===== src/rtl/ins_prefetch.sv =====
// ins_prefetch: instruction prefetch queue with redirect flush.
// Define PREFETCH_BYPASS_EN to present imem_data directly when the queue is empty.
module ins_prefetch #(
  parameter int DEPTH = 4,
  parameter int IAW = 8
) (
  input  logic                    clk,
  input  logic                    rstd,
  output logic [IAW-1:0]          imem_addr,
  input  logic [31:0]             imem_data,
  output logic                    out_valid,
  output logic [31:0]             out_ins,
  output logic [31:0]             out_pc,
  input  logic                    out_ready,
  input  logic                    redirect,
  input  logic [31:0]             redirect_pc,
  output logic [$clog2(DEPTH):0]  count
);
  localparam int AW = $clog2(DEPTH);
  localparam logic [AW:0] FULL = (AW+1)'(DEPTH);
  logic [31:0] fetch_pc;
  logic [31:0] pc_mem [DEPTH];
  logic [31:0] ins_mem [DEPTH];
  logic [AW-1:0] wr_ptr, rd_ptr;
  logic empty, byp, pop, push, store, deq;
  assign empty = count == '0;
  assign imem_addr = fetch_pc[IAW-1:0];
`ifdef PREFETCH_BYPASS_EN
  assign byp = rstd && empty && !redirect;
  assign out_valid = !empty || byp;
  assign out_ins = byp ? imem_data : empty ? '0 : ins_mem[rd_ptr];
  assign out_pc = byp ? fetch_pc : empty ? '0 : pc_mem[rd_ptr];
`else
  assign byp = 1'b0;
  assign out_valid = !empty;
  assign out_ins = empty ? '0 : ins_mem[rd_ptr];
  assign out_pc = empty ? '0 : pc_mem[rd_ptr];
`endif
  assign pop = out_valid && out_ready;
  assign push = !redirect && (count != FULL || pop);
  // a bypassed word taken by execute is never written into the queue
  assign store = push && !(byp && out_ready);
  assign deq = pop && !byp;
  always_ff @(posedge clk or negedge rstd)
    if (!rstd) begin
      fetch_pc <= '0;
      wr_ptr <= '0;
      rd_ptr <= '0;
      count <= '0;
    end else if (redirect) begin
      fetch_pc <= redirect_pc;
      wr_ptr <= '0;
      rd_ptr <= '0;
      count <= '0;
    end else begin
      if (push) fetch_pc <= fetch_pc + 32'd1;
      if (store) wr_ptr <= wr_ptr + AW'(1);
      if (deq) rd_ptr <= rd_ptr + AW'(1);
      count <= count + (AW+1)'(store) - (AW+1)'(deq);
    end
  always_ff @(posedge clk)
    if (store) begin
      pc_mem[wr_ptr] <= fetch_pc;
      ins_mem[wr_ptr] <= imem_data;
    end
endmodule


===== config.mk =====
export PLATFORM = sky130hd
export DESIGN_NAME = ins_prefetch
export DESIGN_NICKNAME = d
export VERILOG_FILES = /design/src/rtl/ins_prefetch.sv
export SDC_FILE = /design/constraint.sdc
export NUM_CORES = 1
export LEC_CHECK = 0
export ABC_AREA = 1
export CAP_MARGIN = 20
export CORE_ASPECT_RATIO = 1.1
export CORE_MARGIN = 8
export CORE_UTILIZATION = 50
export CTS_BUF_LIST = sky130_fd_sc_hd__clkbuf_8
export DETAILED_ROUTE_END_ITERATION = 16
export DONT_BUFFER_PORTS = 1
export PLACE_DENSITY = 0.65
export SLEW_MARGIN = 20
export SYNTH_ARGS = -nofsm -noshare
export SYNTH_HDL_FRONTEND = slang
export SYNTH_SLANG_ARGS = --single-unit

===== constraint.sdc =====
create_clock -name clk -period 7.95 [get_ports clk]
set_input_delay 0.795 -clock clk [delete_from_list [all_inputs] [get_ports clk]]
set_output_delay 0.795 -clock clk [all_outputs]
set_load 0.02 [all_outputs]

* Word level (Yosys, flattened, before mapping)
Memory sizes are Yosys's and may differ from the RTL's.
Cells that the tools add are included.
** Word-level totals
- Bits in registers :: 39
- Latch bits :: 0
- Output and inout port bits :: 76
- Bits of input ports :: 68
- ROM bits :: 0
- Memories :: 2
- Bits in writable memories :: 256
- Logic and storage cells :: 31
** Operators by class
- Reduce and logical (&&, ||, !) cells :: 8
- Bitwise logic cells :: 0
- Multiply operators :: 0
- Eq/ne operators :: 1
- Shifts and indexed selects :: 0
- Order comparisons :: 0
- Add/subtract/negate cells :: 5
- Div/mod/pow operators :: 0
- Mux-type cells :: 11
** Memory list
- ins_mem :: words 4, bits a word 32, read ports 1, clocked after Yosys merged registers in 0, write ports 1, line 23 : logic [31:0] ins_mem [DEPTH];
- pc_mem :: words 4, bits a word 32, read ports 1, clocked after Yosys merged registers in 0, write ports 1, line 22 : logic [31:0] pc_mem [DEPTH];
** Operators by type and width (number)
- 32-bit 2-to-1 mux :: 4
- 32-bit by 1-bit adder with 32-bit output (second input constant) :: 1
- 2-bit 2-to-1 mux :: 4
- 2-bit by 1-bit adder with 2-bit output (second input constant) :: 2
- 2-bit nonzero test :: 2
- 3-bit by 1-bit adder with 3-bit output :: 1
- 3-bit logical NOT :: 1
- 3-bit 2-to-1 mux :: 1
- 3-bit inequality test (second input constant) :: 1
- 3-bit by 1-bit subtractor with 3-bit output :: 1
- 1-bit logical AND :: 2
- 1-bit logical NOT :: 2
- 1-bit 2-to-1 mux :: 2
- 1-bit logical OR :: 1

* Logic depth before layout (Yosys ltp)
- Word-level depth :: 8
- Depth in mapped cells :: 11
- Depth with buffers taken out :: 11

* Least setup slack after synthesis
OpenSTA, ideal clock, no wires.
- Kind :: input port to flip-flop
- From :: in redirect
- To :: mem ins_mem[0][0] (enable)
- Slack :: 3397 ps
- Arrival :: 4067 ps
- Library setup time :: 486 ps
- Stages :: 5
- Required time :: 7464 ps
- Path through :: buf_2 > inv_1 > nand2_1 > buf_2 > nor2_1
** On the way
- Longest elaborated chain between the ends :: 4
** RTL lines
- start, declared :: line 15 : input logic redirect,
- 1-bit logical NOT :: line 40 : assign push = !redirect && (count != FULL || pop);
- 1-bit logical AND :: line 40
- 1-bit 2-to-1 mux :: line 62 : if (store) begin
- 1-bit 2-to-1 mux (not written as such) :: line 64 : ins_mem[wr_ptr] <= imem_data;
- end, declared :: line 23
Every way passes these cells.

* Worst setup path in the final report
- From :: reg rd_ptr[0]
- To :: out out_pc[27]
** On the way
- Longest elaborated chain between the ends :: 2
** RTL lines
- start, declared :: line 24 : logic [AW-1:0] wr_ptr, rd_ptr;
- start signal, assigned :: line 58 : if (deq) rd_ptr <= rd_ptr + AW'(1);
- memory read 4 x 32 bit
- 32-bit 2-to-1 mux :: line 37 : assign out_pc = empty ? '0 : pc_mem[rd_ptr];
- end, declared :: line 13 : output logic [31:0] out_pc,
Every way passes these cells.

==> qor.yml <==
status: "finished, final reports clean"
dpl_cell_area_sq_um: 12900
insertion_delay_ns: 0.55
r2r-end: "count[2]"
final_cell_mix: "300 x nor2_1, 256 x edfxtp_1, 165 x nand2_1, 144 x o21ai_0, 74 x inv_1"
irDropWorstVdd_mv: 0.213
utilization_pct: 54.7
die_h_um: 183
rr_startpoint: "count[1]"
htree_levels: 2
core_sq_um: 25100
grt_usage_pct: 19.1
clock-sinks: 295
grt_overflow: 0
area_growth_pct: 8.09
setup_viol: 0
timing.final.crit_share_pct: 54.6
cts_made_buffers: 47
finalHoldViolCount: 0
cp-start-kind: "register"
synth_cells: 1197
worstMarginPinSlew_ns: 1.03
crit_fanout: 92
grt_first_pass_wirelength_um: 46100
critical_path_class: "register to output pin"
yosysSeqAreaShare_pct: 68.1
wl_per_cell_um: 19.2
synth-seq-cells: 295
dp_slack_ns: 4.08
async_flop_share_pct: 13.2
r2r_slack_ns: 4.96
dp.cells: 1454
leakagePower_nw: 5.03
grt_pass1_vias: 8380
dpl.hpwl_um: 17000
rows: 61
fin_skew_ns: 0.0271
synth_nets: 1273
fmax_mhz: 230
cts_tree: "done"
wirelength_um: 29500
gp_congestion: 0.830
ys_types: 29
n_antenna_cell: 0
critPathSlowestCell: "dfrtp_4"
rsz0062_at_grt: "false"
power.density_nw_per_um2: 328
clk_path_buf_depth: 3
io_pins: 144
fin_ws_ns: 3.61
drive_gt1_share_pct: 7.77
io_buffers: 0
hold_buffers: 1
die_area_sq_um: 30800
fillCellCount: 2169
cts_setup_buffers: 0
min_period_ns: 4.34
dieWidth_um: 168
synth-edff-count: 256
path_clk_slew_ns: 0.06
cts_root_buf: "clkbuf_8"
ff2ff_path_depth: 12
fin_cells: 1537
postSynthAreaPerCell_sq_um: 10.6
nNetsFinal: 1265
drc: 0
max_stage_delay_ns: 0.98
ant_nets: 0
synth.cell_area_sq_um: 12700
synth_flop_cell: "edfxtp_1"
maxSlewViolCount: 0
grt_max_degree: 93
cp-end-kind: "output pin"
initial_core_util_pct: 50.6
grt_busiest_layer: "met2"
final_common_cell: "nor2_1"
drt_pass1_iterations: 5
antenna_found_initial: 0
viasPerCell: 5.43
post_cts_resize_count: 0
vias: 8344
cap_violations: 0
use_met1_pct: 23.3
crit_required_ns: 7.15
path_cells: "clkinv_2, buf_4, o21ai_0, a21oi_1"
design_area_sq_um: 13700
drt-initial-drc-count: 675
fin_setup_tns_ns: 0
hp-class: "input port to async pin"
slew_headroom_pct: 31.1
synth_warnings: 0
use_met2_pct: 32.2
use_met3_pct: 4.97
arrival_ns: 3.55
## stage by stage
step           total power, mW  hold WS (ns)
2_1_floorplan             3.09         0.497
3_3_place_gp              3.36         0.502
3_5_place_dp              3.39         0.501
4_1_cts                   4.58        0.0629
5_1_grt                   4.77        0.0747
6_report                  4.51        0.0900
## sequential cells by signal, summed over array words and instances (netlist names)
| name | flops |
|---|---|
| pc_mem | 128 |
| ins_mem | 128 |
| fetch_pc | 32 |
| count | 3 |
| wr_ptr | 2 |
| rd_ptr | 2 |
## worst max-delay path: cells and delay by family, from the launching register on
kind,cells,cell delay (ns)
buffers and inverters,2,1.22
DFF,1,0.98
AOI/OAI and AO/OA,2,0.74
## cells by family after synthesis
| logic type | Yosys count | synth area share [%] |
|---|---|---|
| simple gates | 527 | 16.6 |
| fa+ha+maj | 8 | 0.846 |
| compound gates | 225 | 9.06 |
| flops | 295 | 68.1 |
| buf+inv | 132 | 4.68 |
| xor+xnor | 10 | 0.689 |
## report_power, final
group          leakage (nW)  internal, mW  switching, mW
sequential             2.83          1.95          0.188
combinational          1.70         0.242          0.957
clock                 0.495         0.620          0.557
total                  5.03          2.81           1.70
## cell usage after synthesis (all sizes together) (7+ instances only)
library cell / n / area share (%)
a21oi: 68 / 2.7
buf: 46 / 2.1
clkbuf: 21 / 0.62
dfrtp: 39 / 7.7
edfxtp: 256 / 60
ha: 7 / 0.69
inv: 65 / 1.9
nand2: 167 / 5.0
nand3: 42 / 1.7
nor2: 316 / 9.8
o21ai: 146 / 5.7
xor2: 9 / 0.62
## routing by layer
layer	up-vias	wire length, um
met5	-	0
met4	0	806
met3	54	2040
met2	243	14400
met1	4016	12200
li1	4031	-
## worst max-delay path by stage
| stage | startpoint | to | slack (ns) | depth (start not counted) |
|---|---|---|---|---|
| finish | rd_ptr[0] | out_pc[27] | 3.61 | 4 |
| global route | rd_ptr[0] | out_pc[31] | 3.37 | 4 |
| CTS | rd_ptr[0] | out_pc[22] | 3.48 | 4 |
| detailed placement | rd_ptr[0] | out_pc[22] | 4.08 | 4 |
| global placement | rd_ptr[0] | out_pc[22] | 4.12 | 4 |
| floorplan | redirect | ins_mem[0][0] | 3.40 | 5 |
## area by class of cell
| class | count | area, sq um | area share, % |
|---|---|---|---|
| flip-flops and latches | 295 | 8670 | 63.1 |
| multi-input cells | 770 | 3490 | 25.4 |
| clock buffers | 51 | 702 | 5.11 |
| well taps | 315 | 394 | 2.87 |
| inverters | 65 | 245 | 1.78 |
| clock inverters | 31 | 153 | 1.11 |
| repair buffers | 10 | 87.6 | 0.637 |
Note: power is estimated with default switching activity, not from simulation.
